[src/rtl/sdram_pkg.sv]
// Shared definitions for the SDRAM command engine: command encodings,
// controller states and the mode-register word layout.
package sdram_pkg;

    typedef enum logic [2:0] {
        CMD_MRS   = 3'b000,
        CMD_REF   = 3'b001,
        CMD_PRE   = 3'b010,
        CMD_ACT   = 3'b011,
        CMD_WRITE = 3'b100,
        CMD_READ  = 3'b101,
        CMD_NOP   = 3'b111
    } cmd_t;

    typedef enum logic [3:0] {
        ST_INIT_WAIT,
        ST_INIT_PRE,
        ST_INIT_REF1,
        ST_INIT_REF2,
        ST_INIT_MRS,
        ST_IDLE,
        ST_ACT,
        ST_RW,
        ST_RD_WAIT,
        ST_RECOVER,
        ST_REF
    } state_t;

    // A10 selects all-bank precharge / auto-precharge on the access commands.
    localparam int AP_BIT     = 10;
    localparam int MRS_CL_LSB = 4;

    // Mode word: burst length 1, sequential, standard op mode, burst write
    // (A9=0); only the CAS latency field A[6:4] is non-zero.
    function automatic logic [15:0] mrs_word(input int cas_lat);
        logic [15:0] w;
        w = '0;
        w[MRS_CL_LSB +: 3] = 3'(cas_lat);
        return w;
    endfunction

    function automatic int max2(input int a, input int b);
        return (a > b) ? a : b;
    endfunction

endpackage

[src/rtl/sdram_refresh_timer.sv]
// Free-running refresh interval timer; raises pending every REF_INT cycles
// until the engine clears it by issuing a refresh.
module sdram_refresh_timer #(
    parameter int REF_INT = 780
) (
    input  logic clk,
    input  logic rst,
    input  logic clear,
    output logic pending
);

    localparam int CW = $clog2(REF_INT + 1);

    logic [CW-1:0] cnt;
    logic          expire;

    assign expire = (cnt == CW'(1));

    always_ff @(posedge clk) begin
        if (rst) begin
            cnt     <= CW'(REF_INT);
            pending <= 1'b0;
        end else begin
            cnt <= expire ? CW'(REF_INT) : cnt - 1'b1;
            // A fresh expiry wins over a clear landing in the same cycle.
            if (expire)
                pending <= 1'b1;
            else if (clear)
                pending <= 1'b0;
        end
    end

endmodule

[src/rtl/sdram_cmd_engine.sv]
// Single-access SDRAM command engine: power-up init, one ACT/RW with
// auto-precharge per request, periodic refresh. Optional SDRAM_REF_STATS_EN adds ref_count.
module sdram_cmd_engine
    import sdram_pkg::*;
#(
    parameter int ROW_W     = 13,
    parameter int COL_W     = 9,
    parameter int BA_W      = 2,
    parameter int DQ_W      = 16,
    parameter int CAS_LAT   = 2,
    parameter int T_RCD     = 2,
    parameter int T_RP      = 2,
    parameter int T_WR      = 2,
    parameter int T_RFC     = 7,
    parameter int T_MRD     = 2,
    parameter int REF_INT   = 780,
    parameter int INIT_WAIT = 10000
) (
    input  logic                        clk,
    input  logic                        rst,
    input  logic                        req_valid,
    output logic                        req_ready,
    input  logic                        req_we,
    input  logic [BA_W+ROW_W+COL_W-1:0] req_addr,
    input  logic [DQ_W-1:0]             req_wdata,
    output logic                        rsp_valid,
    output logic [DQ_W-1:0]             rsp_rdata,
    output logic [ROW_W-1:0]            sdram_addr,
    output logic [BA_W-1:0]             sdram_ba,
    output logic [DQ_W-1:0]             sdram_dq_o,
    output logic                        sdram_dq_oe,
    input  logic [DQ_W-1:0]             sdram_dq_i,
    output logic                        sdram_cke,
    output logic                        sdram_cs_n,
    output logic                        sdram_ras_n,
    output logic                        sdram_cas_n,
    output logic                        sdram_we_n,
    output logic [DQ_W/8-1:0]           sdram_dqm
`ifdef SDRAM_REF_STATS_EN
    ,
    output logic [15:0]                 ref_count
`endif
);

    localparam int CNT_MAX = max2(max2(INIT_WAIT - 1, T_RFC),
                                  max2(T_WR + T_RP, max2(T_MRD, CAS_LAT)));
    localparam int CNT_W   = $clog2(CNT_MAX + 1);
    localparam logic [15:0] MRS_WORD = mrs_word(CAS_LAT);

    state_t             state;
    cmd_t               cmd;
    logic [CNT_W-1:0]   cnt;
    logic               done;
    logic               ref_pending;
    logic               ref_clear;
    logic               we_q;
    logic [COL_W-1:0]   col_q;
    logic [DQ_W-1:0]    wdata_q;
    logic [ROW_W-1:0]   acc_addr;
    logic [ROW_W-1:0]   pre_addr;

    assign done        = (cnt == '0);
    assign req_ready   = (state == ST_IDLE) && !ref_pending;
    assign ref_clear   = (state == ST_IDLE) && ref_pending;
    assign sdram_ras_n = cmd[2];
    assign sdram_cas_n = cmd[1];
    assign sdram_we_n  = cmd[0];

    always_comb begin
        acc_addr = '0;
        acc_addr[COL_W-1:0] = col_q;
        acc_addr[AP_BIT] = 1'b1;
        pre_addr = '0;
        pre_addr[AP_BIT] = 1'b1;
    end

    sdram_refresh_timer #(.REF_INT(REF_INT)) u_refresh_timer (
        .clk     (clk),
        .rst     (rst),
        .clear   (ref_clear),
        .pending (ref_pending)
    );

    always_ff @(posedge clk) begin
        if (rst) begin
            state       <= ST_INIT_WAIT;
            cnt         <= CNT_W'(INIT_WAIT - 1);
            cmd         <= CMD_NOP;
            sdram_cke   <= 1'b0;
            sdram_cs_n  <= 1'b1;
            sdram_dqm   <= '1;
            sdram_addr  <= '0;
            sdram_ba    <= '0;
            sdram_dq_o  <= '0;
            sdram_dq_oe <= 1'b0;
            rsp_valid   <= 1'b0;
            rsp_rdata   <= '0;
            we_q        <= 1'b0;
            col_q       <= '0;
            wdata_q     <= '0;
`ifdef SDRAM_REF_STATS_EN
            ref_count   <= '0;
`endif
        end else begin
            cmd         <= CMD_NOP;
            sdram_cke   <= 1'b1;
            sdram_dq_oe <= 1'b0;
            rsp_valid   <= 1'b0;
            if (!done)
                cnt <= cnt - 1'b1;

            case (state)
                ST_INIT_WAIT: if (done) begin
                    cmd        <= CMD_PRE;
                    sdram_addr <= pre_addr;
                    sdram_cs_n <= 1'b0;
                    sdram_dqm  <= '0;
                    cnt        <= CNT_W'(T_RP);
                    state      <= ST_INIT_PRE;
                end
                ST_INIT_PRE, ST_INIT_REF1: if (done) begin
                    cmd   <= CMD_REF;
                    cnt   <= CNT_W'(T_RFC);
                    state <= (state == ST_INIT_PRE) ? ST_INIT_REF1 : ST_INIT_REF2;
`ifdef SDRAM_REF_STATS_EN
                    ref_count <= ref_count + 16'd1;
`endif
                end
                ST_INIT_REF2: if (done) begin
                    cmd        <= CMD_MRS;
                    sdram_addr <= MRS_WORD[ROW_W-1:0];
                    cnt        <= CNT_W'(T_MRD);
                    state      <= ST_INIT_MRS;
                end
                ST_INIT_MRS: if (done) state <= ST_IDLE;
                ST_IDLE: begin
                    if (ref_pending) begin
                        cmd   <= CMD_REF;
                        cnt   <= CNT_W'(T_RFC);
                        state <= ST_REF;
`ifdef SDRAM_REF_STATS_EN
                        ref_count <= ref_count + 16'd1;
`endif
                    end else if (req_valid) begin
                        cmd        <= CMD_ACT;
                        sdram_ba   <= req_addr[COL_W+ROW_W +: BA_W];
                        sdram_addr <= req_addr[COL_W +: ROW_W];
                        we_q       <= req_we;
                        col_q      <= req_addr[COL_W-1:0];
                        wdata_q    <= req_wdata;
                        cnt        <= CNT_W'(T_RCD - 1);
                        state      <= ST_ACT;
                    end
                end
                ST_ACT: if (done) begin
                    cmd        <= we_q ? CMD_WRITE : CMD_READ;
                    sdram_addr <= acc_addr;
                    if (we_q) begin
                        sdram_dq_oe <= 1'b1;
                        sdram_dq_o  <= wdata_q;
                    end
                    state <= ST_RW;
                end
                // RW occupies the command cycle itself, hence the minus-one/two loads.
                ST_RW: begin
                    if (we_q) begin
                        cnt   <= CNT_W'(T_WR + T_RP - 2);
                        state <= ST_RECOVER;
                    end else begin
                        cnt   <= CNT_W'(CAS_LAT - 1);
                        state <= ST_RD_WAIT;
                    end
                end
                ST_RD_WAIT: if (done) begin
                    rsp_valid <= 1'b1;
                    rsp_rdata <= sdram_dq_i;
                    cnt       <= CNT_W'(T_RP - 1);
                    state     <= ST_RECOVER;
                end
                ST_RECOVER, ST_REF: if (done) state <= ST_IDLE;
                default: state <= ST_INIT_WAIT;
            endcase
        end
    end

endmodule

[config.mk]
export PLATFORM = sky130hd
export DESIGN_NAME = sdram_cmd_engine
export DESIGN_NICKNAME = d
export VERILOG_FILES = /design/src/rtl/sdram_pkg.sv /design/src/rtl/sdram_refresh_timer.sv /design/src/rtl/sdram_cmd_engine.sv
export SDC_FILE = /design/constraint.sdc
export NUM_CORES = 1
export LEC_CHECK = 0
export CAP_MARGIN = 20
export CELL_PAD_IN_SITES_DETAIL_PLACEMENT = 0
export CELL_PAD_IN_SITES_GLOBAL_PLACEMENT = 1
export CORE_ASPECT_RATIO = 1.4
export CORE_MARGIN = 2
export CORE_UTILIZATION = 37
export CTS_BUF_LIST = sky130_fd_sc_hd__clkbuf_8
export DETAILED_ROUTE_END_ITERATION = 12
export GPL_ROUTABILITY_DRIVEN = 0
export GPL_TIMING_DRIVEN = 0
export HOLD_SLACK_MARGIN = 0.08
export PLACE_DENSITY_LB_ADDON = 0.1
export RECOVER_POWER = 50
export SETUP_SLACK_MARGIN = 0.2
export SYNTH_ARGS = -nofsm -noshare
export SYNTH_HDL_FRONTEND = slang
export SYNTH_SLANG_ARGS = --single-unit
[constraint.sdc]
create_clock -name clk -period 3.1 [get_ports clk]
set_input_delay 0.62 -clock clk [delete_from_list [all_inputs] [get_ports clk]]
set_output_delay 0.62 -clock clk [all_outputs]
set_load 0.03 [all_outputs]
# Yosys cells after proc, flatten, opt, wreduce, memory -nomap -nowiden
# Index checks and enable logic that the tools add are counted.
# op_classes
bitwise_logic	4
order_cmp	0
n_addsub	2
multipliers	0
muxes	38
div	0
shifts	0
reduce_logical	19
n_eq_ne	20
# ops
cell	n
2-to-1 mux 14 bit	6
one-hot mux 14 bit (5 select lines)	1
2-to-1 mux 13 bit	5
one-hot mux 13 bit (4 select lines)	1
2-to-1 mux 4 bit	8
one-hot mux 4 bit (8 select lines)	1
equality test 4 x 3 -> 1 bit (second input constant)	4
2-to-1 mux 3 bit	5
one-hot mux 3 bit (5 select lines)	1
zero test 14 bit	1
!= test 2 bit (second input constant)	7
subtractor 14 x 1 -> 14 bit (second input constant)	1
equality test 4 bit (second input constant)	3
equality test 10 x 1 -> 1 bit (second input constant)	1
subtractor 10 x 1 -> 10 bit (second input constant)	1
equality test 4 x 2 -> 1 bit (second input constant)	2
2-to-1 mux 1 bit	8
OR reduction 2 bit	4
AND reduction 7 bit	1
AND reduction 3 bit	2
AND reduction 6 bit	1
OR reduction 3 bit	2
equality test 4 x 1 -> 1 bit (second input constant)	1
zero test 4 bit	1
other kinds (9)	15
# totals
out_inout_bits	57
latchBits	0
ram_bits	0
input_bits	60
mem_bits_ro	0
reg_bits	111
n_memories	0
elab_cells	100

# Depth between registers and ports, before layout
# depth
ltp_word	5
ltp_mapped	12

# Cells and area by module
# From an unflattened synthesis, not the netlist that was laid out.
# unflattened
hier_cells	563
area_unflattened_um2	4744.6
# modules_own_cells
module	cells_each	seq_area_each_um2	area_per_inst_um2	n_inst
sdram_cmd_engine	501	1961.9	4196.5	1
sdram_refresh_timer	62	220.2	548.0	1

# Worst setup path after synthesis
# Ideal clock, no wire load.
# synth_path
kind	register -> register
startpoint	register cnt[0]
endpoint	register cnt[0]
period_less_slack_ns	2.485
t_arrival_ns	2.351
path_buffers	2
path_slack_ns	0.615
path_stages_with_launch	13
cell_sequence	dfxtp_1 inv_1 ha_1 or3b_1 clkbuf_1 nor4_4 buf_6 inv_4 ha_1 inv_1 a21oi_1 a21oi_1 or4_1
# synth_between
elab_chain_cells	5
word_cells_on_any_way	9
# synth_lines
element	line_no	source
from (decl)	sdram_cmd_engine.sv:52	logic [CNT_W-1:0] cnt;
from (signal assigned)	sdram_cmd_engine.sv:87	cnt <= CNT_W'(INIT_WAIT - 1);
from (signal assigned)	sdram_cmd_engine.sv:110	cnt <= cnt - 1'b1;
from (signal assigned)	sdram_cmd_engine.sv:118	cnt <= CNT_W'(T_RP);
subtractor 14 x 1 -> 14 bit / zero test 14 bit (equally long branches)	sdram_cmd_engine.sv:110, sdram_cmd_engine.sv:62	
2-to-1 mux 14 bit	sdram_cmd_engine.sv:109	if (!done)
2-to-1 mux 14 bit	sdram_cmd_engine.sv:144	end else if (req_valid) begin
2-to-1 mux 14 bit	sdram_cmd_engine.sv:137	if (ref_pending) begin
one-hot mux 14 bit (5 select lines) *	sdram_cmd_engine.sv:112	case (state)
# Mark *: on every way between the ends. The rest lies on a longest branch, timed or not.
# A chain may end at the register's enable or synchronous reset.

# Worst setup path in the final report
# layout_path
startpoint	register cnt[0]
endpoint	register state[1]
# layout_between
elab_chain_cells	3
word_cells_on_any_way	8
# layout_lines
element	line_no	source
zero test 14 bit *	sdram_cmd_engine.sv:62	assign done = (cnt == '0);
!= test 2 bit (no source line) / != test 2 x 1 -> 1 bit (equally long branches)	-	
AND reduction 7 bit (no source line) *	-	
to (signal assigned)	sdram_cmd_engine.sv:124	state <= (state == ST_INIT_PRE) ? ST_INIT_REF1 : ST_INIT_REF2;
to (decl)	sdram_cmd_engine.sv:50	state_t state;
# Marked as above.

==> flow_summary_export.csv <==
group,metric,value,unit
yosys,synth_warnings,0,
die,die_area,13400,um^2
timing,finalSetupViolations,0,
clock_tree,tritoncts_num_sinks,109,
drt,detail_route.wl_per_cell,15.5,um
drt,dr.first_iter.drc_count,153,
yosys,synth_sequential_area_ratio,47.4,%
critical_path,crit_path_max_incr_delay,660,ps
yosys,synthesis.instances,549,
clock_tree,tritoncts_clock_tree,"yes",
die,core.rowCount,48,
drt,drc,0,
clock_tree,cts-htree-levels,3,
yosys,synth_top_area_share,47.4,%
timing,fin_setup_tns,0,ps
timing,worst_pin_slew,901,ps
die,top_level_ports,117,
critical_path,worst_endpoint_data_arrival_time,3140,ps
timing,skew,12.2,ps
critical_path,path_buf_inv,3,
power,cellLeakagePower,2.26,nW
die,die_width,98.3,um
critical_path,critPathLaunchType,"register",
clock_tree,cts_buffers,9,
placement,detailedPlacementHpwl,9.54,mm
yosys,synth.largest_area_cell,"sky130_fd_sc_hd__dfxtp_1",
global_routing,global_route.usage.total,19.8,%
yosys,yosysUniqueCellTypes,56,
power,p_int,1.94,mW
drt,vias,4191,
global_routing,overflow,0,
critical_path,required,3420,ps
die,core_area,12300,um^2
timing,slew_headroom,39.9,%
power,sw_frac_of_total,25.4,%
status,outcome,"completed",
yosys,syn_avg_cell_area,8.39,um^2
power,powerDensity,421,nW/um^2
clock_tree,clock_latency,390,ps
power,power_frac_comb,10.5,%
yosys,synth_enable_flop_cells,0,
layout,antenna_cells,0,
layout,layout.nets,744,
layout,drive_gt1_share,5.99,%
layout,finalCoreUtilization,50.3,%
power,power_switching,659,uW
layout,area_growth_syn_to_layout,33.9,%
layout,multi_input_area,2210,um^2
timing,period_minus_slack,2820,ps
layout,seq_area,2180,um^2
global_routing,grt_antenna_before_repair,0,
placement,place.port_buffers,115,
drt,viasPerCell,5.03,
clock_tree,cts_root_buf,"sky130_fd_sc_hd__clkbuf_8",
global_routing,grt_start_max_net_pins,18,
drt,route.antenna.remaining_nets,0,
layout,final_cell_count_no_fill,834,
clock_tree,cts.reportedPaths.clkPinSlew,100,ps
yosys,synthTopCellsByArea,"sky130_fd_sc_hd__dfxtp_1, sky130_fd_sc_hd__nand2_1, sky130_fd_sc_hd__a21oi_1",
critical_path,crit_chain,"inv_1 -> ha_1 -> or3b_1 -> clkbuf_1 -> nor4_4 -> buf_4 -> a221oi_1 -> or4b_2 -> a31oi_1",
min_path,hold_path.class,"reg2reg",
power,clkPwrFrac,33.7,%
yosys,syn-num-nets,614,
timing,final_max_slew_viol_count,0,
yosys,synth.ff_latch_count,109,
clock_tree,cts_hold_buf,0,
power,vdd_drop_max,0.196,mV
critical_path,setup.worst_path.class,"reg2reg",
critical_path,crit_family,"simple AND/OR/NAND/NOR gates",
global_routing,number_of_global_route_vias_before_repair,4174,
timing,hold_violations,0,
drt,drtPass1Iterations,4,
run,number_of_violations_of_the_max_capacitance_limit,0,
die,die_y,136,um
yosys,synthFlopType,"sky130_fd_sc_hd__dfxtp_1",
die,floorplan.initialDensity,37.6,%
yosys,async_reset_ff_share,0,%
layout,fillerInstances,1266,
timing,rsz0062_at_grt,"no",
yosys,synth_area,4610,um^2
power,pwr-share-seq,55.8,%
timing,max_freq,0.355,GHz
clock_tree,max-clock-path-buffers,2,
timing,fin_crit_sh,90.9,%
critical_path,critical_path.max_fanout,7,
placement,placedCellCount,814,
critical_path,worstSetupEndpointType,"register",
critical_path,crit_path_top_delay_cell,"sky130_fd_sc_hd__or4b_2",
drt,drt_wl_total,12.9,mm
global_routing,grt_first_pass_wirelength,21.0,mm
timing repair:
| item | 4_1_cts | 5_1_grt |
|---|---|---|
| pin swaps | 1 | 1 |
| resized for setup | 2 | 4 |
| setup endpoints to repair | 23 | 25 |
| buffers inserted | 2 | 2 |
power by group through the flow:
stage                     clock, mW  combinational, mW  sequential [mW]
after CTS                     0.894              0.278             1.45
after global placement            0              0.272             1.48
after detailed placement          0              0.273             1.48
after global routing          0.949              0.293             1.45
after floorplan                   0              0.115             1.50
final                         0.875              0.271             1.45
cell families after synthesis:
group	Yosys count	share of synthesized area [%]
mux	19	4.18
fa+ha+maj	5	1.36
compound gates	120	16.4
buf+inv	48	4.73
xor+xnor	16	3.04
simple gates	232	22.9
flops	109	47.4
sequential cells by signal, summed over array words and instances, names as in the netlist:
register                 count
u_refresh_timer.cnt         10
cmd                          3
sdram_dqm                    1
sdram_dq_oe                  1
we_q                         1
col_q                        9
wdata_q                     16
sdram_cke                    1
sdram_dq_o                  16
u_refresh_timer.pending      1
rsp_valid                    1
state                        4
cnt                         14
sdram_addr                  13
sdram_ba                     2
rsp_rdata                   16
synthesized netlist by cell type, types with 6 or more instances:
cell type and number:
sky130_fd_sc_hd__a21oi_1 62, sky130_fd_sc_hd__nand2b_1 10, sky130_fd_sc_hd__nor3_1 12, sky130_fd_sc_hd__xnor2_1 10
sky130_fd_sc_hd__mux2i_1 17, sky130_fd_sc_hd__o21ai_0 20, sky130_fd_sc_hd__nand3_1 9, sky130_fd_sc_hd__nor2_1 49
sky130_fd_sc_hd__inv_1 8, sky130_fd_sc_hd__nand2_1 116, sky130_fd_sc_hd__clkbuf_1 26, sky130_fd_sc_hd__xor2_1 6
sky130_fd_sc_hd__dfxtp_1 109, sky130_fd_sc_hd__a22oi_1 8, sky130_fd_sc_hd__a211oi_2 6
layer usage:
| metal | vias to the layer above | part of all wire [%] | wire length (um) | global-route usage, % |
|---|---|---|---|---|
| li1 | 2129 | - | - | - |
| met1 | 1946 | 40 | 5210 | 22.8 |
| met2 | 95 | 52 | 6700 | 34.6 |
| met3 | 21 | 5.1 | 658 | 5.30 |
| met4 | 0 | 2.8 | 368 | 8.30 |
| met5 | - | 0 | 0 | 0 |
worst paths after layout:
check | startpoint | endpoint | slack [ps] | cells after the start
worst max-delay path | cnt[0] | state[1] | 280 | 9
worst min-delay path | sdram_addr[5] | sdram_addr[5] | 450 | 2
worst max register to register | cnt[0] | state[1] | 280 | 9
worst min register to register | sdram_addr[5] | sdram_addr[5] | 450 | 2
per-stage QoR:
stage,setup slack [ps],power [mW],hold slack [ps],cell area [um^2]
final,281,2.59,454,6170
after global routing,145,2.70,472,6170
after CTS,206,2.62,458,6150
after detailed placement,176,1.75,443,5950
after global placement,173,1.75,442,5950
after floorplan,615,1.61,429,4610
layout make-up:
class                   count  share of cell area (%)
flip-flops and latches    109                    35.4
multi-input cells         392                    35.8
clock inverters             7                    1.08
plain buffers              38                    2.88
repair buffers            119                    19.1
well taps                 150                    3.04
clock buffers               9                    2.01
inverters                  10                   0.649
cells in the final DEF (no fill, tap or decap), types with 3 or more instances in the layout:
cell                              synthesis  final
sky130_fd_sc_hd__a211oi_1                 4      4
sky130_fd_sc_hd__a211oi_2                 6      6
sky130_fd_sc_hd__a21oi_1                 62     62
sky130_fd_sc_hd__a22oi_1                  8      8
sky130_fd_sc_hd__and2_0                   1      3
sky130_fd_sc_hd__and3_1                   3      3
sky130_fd_sc_hd__buf_1                    4      3
sky130_fd_sc_hd__buf_4                    5      9
sky130_fd_sc_hd__clkbuf_1                26     27
sky130_fd_sc_hd__clkbuf_8                 0      9
sky130_fd_sc_hd__clkdlybuf4s50_1          0     57
sky130_fd_sc_hd__dfxtp_1                109    108
sky130_fd_sc_hd__dlygate4sd3_1            0     57
sky130_fd_sc_hd__ha_1                     5      5
sky130_fd_sc_hd__inv_1                    8     11
sky130_fd_sc_hd__mux2i_1                 17     17
sky130_fd_sc_hd__nand2_1                116    116
sky130_fd_sc_hd__nand2b_1                10     10
sky130_fd_sc_hd__nand3_1                  9      9
sky130_fd_sc_hd__nor2_1                  49     48
sky130_fd_sc_hd__nor2b_1                  5      5
sky130_fd_sc_hd__nor3_1                  12     12
sky130_fd_sc_hd__nor4_1                   4      4
sky130_fd_sc_hd__o21ai_0                 20     20
sky130_fd_sc_hd__or3_1                    5      5
sky130_fd_sc_hd__or4_1                    3      3
sky130_fd_sc_hd__xnor2_1                 10     10
sky130_fd_sc_hd__xor2_1                   6      6
tightest hold or removal path, cell delays in order (launching register included):
cell and delay, ps:
sky130_fd_sc_hd__dfxtp_1 320, sky130_fd_sc_hd__nand2_1 50, sky130_fd_sc_hd__o21ai_1 50
Note: power is estimated with default switching activity, not from simulation.
